$ cat src/rtl/timer_slave_pkg.sv
// Shared definitions for the memory-mapped timer: register offsets, CTRL bit
// layout and the byte-lane write merge used by every writable register.
package timer_slave_pkg;

    localparam logic [1:0] TMR_CTRL  = 2'd0;
    localparam logic [1:0] TMR_COUNT = 2'd1;
    localparam logic [1:0] TMR_CMP   = 2'd2;
    localparam logic [1:0] TMR_PRESC = 2'd3;

    localparam int TMR_EN   = 0;
    localparam int TMR_IE   = 1;
    localparam int TMR_AUTO = 2;
    localparam int TMR_PEND = 3;

    typedef struct packed {
        logic pend;
        logic auto_rl;
        logic ie;
        logic en;
    } ctrl_t;

    // Replace only the bytes whose lane enable is set.
    function automatic logic [31:0] lane_merge(input logic [31:0] old_val,
                                               input logic [31:0] wdata,
                                               input logic [3:0]  sel);
        logic [31:0] res;
        res = old_val;
        for (int i = 0; i < 4; i++) begin
            if (sel[i]) res[8*i +: 8] = wdata[8*i +: 8];
        end
        return res;
    endfunction

endpackage

$ cat src/rtl/timer_prescaler.sv
// Clock divider: emits a one-cycle tick every presc+1 enabled clocks.
// The counter holds while disabled and is cleared when the timer is re-enabled.
module timer_prescaler #(
    parameter int PRE_W = 16
) (
    input  logic             clk,
    input  logic             rst,
    input  logic             en,
    input  logic             clr,
    input  logic [PRE_W-1:0] presc,
    output logic             tick
);

    logic [PRE_W-1:0] pre_cnt;

    assign tick = en && (pre_cnt == presc);

    // A shrunken presc below pre_cnt lets the counter run on and wrap naturally.
    always_ff @(posedge clk) begin
        if (rst) begin
            pre_cnt <= '0;
        end else if (clr) begin
            pre_cnt <= '0;
        end else if (en) begin
            pre_cnt <= tick ? '0 : pre_cnt + PRE_W'(1);
        end
    end

endmodule

$ cat src/rtl/timer_slave.sv
// 32-bit memory-mapped timer slave: register file, byte-lane writes,
// compare/reload logic, W1C pending flag and registered interrupt.
module timer_slave
    import timer_slave_pkg::*;
#(
    parameter int          CNT_W   = 32,
    parameter int          PRE_W   = 16,
    parameter logic [31:0] CMP_RST = 32'hFFFF_FFFF
) (
    input  logic        clk,
    input  logic        rst,
    input  logic        s_we,
    input  logic [31:0] s_addr,
    input  logic [3:0]  s_addr_sel,
    input  logic [31:0] s_wdata,
    output logic [31:0] s_rdata,
    output logic        irq_o
);

    ctrl_t            ctrl;
    logic [CNT_W-1:0] count;
    logic [CNT_W-1:0] cmp;
    logic [PRE_W-1:0] presc;

    logic        tick;
    logic        hit;
    logic        clr;
    logic        wr_ctrl;
    logic        wr_count;
    logic        wr_cmp;
    logic        wr_presc;
    logic [31:0] count_m;
    logic [31:0] cmp_m;
    logic [31:0] presc_m;
    logic        unused;

    assign wr_ctrl  = s_we && (s_addr[3:2] == TMR_CTRL) && s_addr_sel[0];
    assign wr_count = s_we && (s_addr[3:2] == TMR_COUNT) && (|s_addr_sel);
    assign wr_cmp   = s_we && (s_addr[3:2] == TMR_CMP) && (|s_addr_sel);
    assign wr_presc = s_we && (s_addr[3:2] == TMR_PRESC) && (|s_addr_sel);

    assign count_m = lane_merge(32'(count), s_wdata, s_addr_sel);
    assign cmp_m   = lane_merge(32'(cmp), s_wdata, s_addr_sel);
    assign presc_m = lane_merge(32'(presc), s_wdata, s_addr_sel);

    assign hit = tick && (count == cmp);
    assign clr = wr_ctrl && s_wdata[TMR_EN] && !ctrl.en;

    // Bits above the register widths and outside the decoded address are dropped.
    assign unused = ^{s_addr[31:4], s_addr[1:0], count_m, cmp_m, presc_m};

    timer_prescaler #(.PRE_W(PRE_W)) u_presc (
        .clk   (clk),
        .rst   (rst),
        .en    (ctrl.en),
        .clr   (clr),
        .presc (presc),
        .tick  (tick)
    );

    // Later assignments in this block win: software writes override hardware
    // updates, except that a hardware PEND set survives a same-cycle W1C.
    always_ff @(posedge clk) begin
        if (rst) begin
            ctrl  <= '0;
            count <= '0;
            cmp   <= CNT_W'(CMP_RST);
            presc <= '0;
            irq_o <= 1'b0;
        end else begin
            irq_o <= ctrl.pend & ctrl.ie;

            if (tick) begin
                if (hit) begin
                    if (ctrl.auto_rl) count <= '0;
                    else              ctrl.en <= 1'b0;
                end else begin
                    count <= count + CNT_W'(1);
                end
            end

            if (wr_ctrl) begin
                ctrl.en      <= s_wdata[TMR_EN];
                ctrl.ie      <= s_wdata[TMR_IE];
                ctrl.auto_rl <= s_wdata[TMR_AUTO];
                if (s_wdata[TMR_PEND]) ctrl.pend <= 1'b0;
            end
            if (hit) ctrl.pend <= 1'b1;

            if (wr_count) count <= CNT_W'(count_m);
            if (wr_cmp)   cmp   <= CNT_W'(cmp_m);
            if (wr_presc) presc <= PRE_W'(presc_m);
        end
    end

    always_comb begin
        s_rdata = '0;
        case (s_addr[3:2])
            TMR_CTRL:  s_rdata = {28'd0, ctrl};
            TMR_COUNT: s_rdata = 32'(count);
            TMR_CMP:   s_rdata = 32'(cmp);
            default:   s_rdata = 32'(presc);
        endcase
    end

endmodule

$ cat config.mk
export PLATFORM = sky130hd
export DESIGN_NAME = timer_slave
export DESIGN_NICKNAME = d
export VERILOG_FILES = /design/src/rtl/timer_slave_pkg.sv /design/src/rtl/timer_prescaler.sv /design/src/rtl/timer_slave.sv
export SDC_FILE = /design/constraint.sdc
export NUM_CORES = 1
export LEC_CHECK = 0
export ABC_AREA = 1
export CORE_ASPECT_RATIO = 1.75
export CORE_UTILIZATION = 35
export CTS_BUF_LIST = sky130_fd_sc_hd__clkbuf_2
export CTS_CLUSTER_DIAMETER = 80
export DETAILED_ROUTE_END_ITERATION = 6
export GPL_TIMING_DRIVEN = 0
export PLACE_DENSITY = 0.54
export SLEW_MARGIN = 40
export SYNTH_ARGS = -nofsm -noshare
export SYNTH_HDL_FRONTEND = slang
export SYNTH_SLANG_ARGS = --single-unit
$ cat constraint.sdc
create_clock -name clk -period 2.2 [get_ports clk]
set_input_delay 0.33 -clock clk [delete_from_list [all_inputs] [get_ports clk]]
set_output_delay 0.33 -clock clk [all_outputs]
set_load 0.1 [all_outputs]
==> metrics.md <==
| Metric | Value |
|---|---|
| Outcome | `finished, final reports clean` |
| Crit start category | `input pin` |
| Clk root buf | `clkbuf_2` |
| Fill count | `1,900` |
| TritonCTS buffer count | `9` |
| Clock sink total | `101` |
| Synth cell count leaders | `nand2_1 (305), nor2_1 (140), dfxtp_1 (101), inv_1 (94), o21ai_0 (62)` |
| Final setup viols | `0` |
| Clock transition at the registers of the reported paths | `between 0.2 and 0.3 ns` |
| First-pass GRT wire length | `34,200 µm` |
| RSZ-0062 raised after global routing | `true` |
| Via count | `6,572` |
| Post-synthesis sequential area ratio | `between 30% and 40%` |
| Initial Util | `35.8%` |
| Max Clock Skew | `0.0363 ns` |
| Syn Inst Count | `987` |
| Most numerous cell in the Yosys netlist | `nand2_1` |
| DP HPWL | `17,700 µm` |
| Worst skew pair latency | `about 0.65 ns` |
| Core ar. | `17,500 µm²` |
| Leakage power total | `3.24 nW` |
| DRT Pass-1 Iters | `5` |
| Post-synth EDFFs | `0` |
| VDD IR-drop max | `0.255 mV` |
| Max_cap viols | `0` |
| Top cell type's share of synthesized area | `around a third` |
| FMAX | `466 MHz` |
| Crit path kind | `input pin to output pin` |
| DR vias/cell | `~5` |
| Synth top area cells | `dfxtp_1 (32%), nand2_1 (18%), nor2_1 (8.4%)` |
| CTS tree | `done` |
| Clock group share of total power | `22.4%` |
| Die area | `between 15,000 and 20,000 µm²` |
| DR iter-0 viols | `about 340` |
| Worst-Margin Slew | `0.719 ns` |
| Final cell count without fillers | `1,320` |
| Worst-case clock buffer depth | `2` |
| GPL Wtd Cong | `0.955` |
| Die width | `103 µm` |
| Ys Warns | `0` |
| PortBufs | `between 70 and 80` |
| Predominant post-synthesis flop cell | `dfxtp_1` |
| Internal | `2.45 mW` |
| Fraction of registers with async set/reset | `0%` |
| Crit path DAT | `approximately 1.8 ns` |
| Post-Syn Area | `about 6300 µm²` |
| Placed Area | `between 7000 and 8000 µm²` |
| Fin area | `around 8000 µm²` |
| Sw frac | `39.7%` |
| Hold Crit Class | `input pin to flip-flop` |
| Net count after synthesis | `1,060` |
| Pwr Density | `approximately 520 nW/µm²` |
| Nets | `roughly 1,200` |
| Vias in the first global route | `6,360` |
| Synth-to-Final Area Change | `24.8%` |
| DP Cell Count | `1,291` |
| H-tree depth | `3` |
| Part of the power in registers | `48.9%` |
| CP required | `1.87 ns` |
| Drt drc | `0` |
| Chip height | `~180 µm` |
| Final hold violation count | `0` |
| Logic pwr share | `28.7%` |
| Total track usage | `~25%` |
| Pin count of the biggest net entering global routing | `19` |
| Slew Limit Fails | `0` |
| Wire per inst | `approximately 17 µm` |
| Setup TNS | `0 ns` |
| Yosys reg bits | `101` |
| Util after Layout | `44.7%` |
| Final period util | `97.5%` |
| Synth area leader | `dfxtp_1` |
| Initial antenna violation count | `1` |
| Synth unique cells | `41` |
| CP Max Fanout | `10` |
| Ratio of cells with drive above 1 in the final layout | `17.0%` |
| I/O pin count | `104` |
| Total Wirelength | `between 20,000 and 25,000 µm` |
| Switch Pwr | `1.61 mW` |
| Cell row count | `64` |
| Overflow after GRT | `0` |
| Hold_buf cts | `0` |
| CP endpoint kind | `output pin` |
| Minimum clock period | `2.15 ns` |
| Worst slew margin | `between 50% and 60%` |
| Antenna violation net count after detailed routing | `0` |
| Pwr Total | `4.06 mW` |
| Syn avg cell area | `around 6.4 µm²` |
power by group through the flow:
stage	combinational, mW	sequential (mW)	clock (mW)
2_1_floorplan	0.782	1.99	0
5_1_grt	1.25	2.00	1.01
6_report	1.17	1.98	0.910
4_1_cts	1.12	1.98	0.943
3_3_place_gp	1.11	2.01	0
3_5_place_dp	1.06	2.01	0
area by class of cell:
| class | count | area (µm²) | share of cell area (%) |
|---|---|---|---|
| repair buffers | 85 | 806 | 10.3 |
| well taps | 231 | 289 | 3.69 |
| clock inverters | 7 | 57.6 | 0.734 |
| clock buffers | 9 | 45.0 | 0.575 |
| flip-flops and latches | 101 | 2050 | 26.2 |
| diodes | 1 | 2.50 | 0.0319 |
| inverters | 102 | 399 | 5.09 |
| multi-input cells | 753 | 3960 | 50.5 |
| plain buffers | 31 | 229 | 2.92 |
cell usage in the layout, fill, tap and decap left out, drive strengths merged, types with 27 or more instances in the layout:
cell	synthesis	routed
buf	12	58
clkbuf	19	27
clkdlybuf4s50	0	38
dfxtp	101	101
inv	102	104
nand2	320	320
nand3	46	46
nor2	148	148
nor3	28	28
o21ai	70	70
xnor2	30	30
xor2	35	35
path summary, 6_finish.rpt:
check,end,cells after the start,from,slack (ns)
min reg2reg,irq_o,2,ctrl[1],0.48
min,cmp[18],3,s_wdata[18],0.26
max,s_rdata[27],8,s_addr[2],0.05
max reg2reg,count[30],12,count[20],0.10
flip-flops by register name, indices dropped and copies added, names as in the netlist:
| signal | cells |
|---|---|
| irq_o | 1 |
| count | 32 |
| cmp | 32 |
| ctrl | 4 |
| presc | 16 |
| u_presc.pre_cnt | 16 |
what timing repair did:
action / 4_1_cts / 5_1_grt
setup buffers: 5 / 7
gates resized for setup: 70 / 74
setup endpoints to repair: 86 / 47
pin swaps: 2 / 6
worst max-delay path, cell delays in order:
cell and delay [ns]:
dlygate4sd2_1 0.30, inv_1 0.13, nor2_4 0.13, inv_1 0.10, buf_6 0.17, clkbuf_8 0.18
o22ai_1 0.20, buf_6 0.26
per-layer routing:
layer  wire length [µm]  track usage [%]
met1               8150             25.5
met3                736             3.12
met4                836             11.8
met5                  0                0
met2              12500             49.5
cells by family (layout without fill, tap and decap cells):
kind of cell,count (synthesis),after routing,share of synthesized area [%]
other,0,1,0
buffers and inverters,133,234,8.97
AO/OA/AOI/OAI,131,131,12.3
adder cells (fa/ha/maj),2,2,0.399
AND/OR/NAND/NOR,555,555,37.0
XOR/XNOR,65,65,9.07
flip-flops,101,101,32.2
stage by stage:
stage,setup WS (ns),hold slack (ns)
after floorplan,-0.599,0.399
after global placement,-1.70,0.446
after detailed placement,-0.994,0.447
after CTS,-0.166,0.234
after global routing,-0.0366,0.248
final,0.0548,0.264
Power figures use the tool's default switching activity.
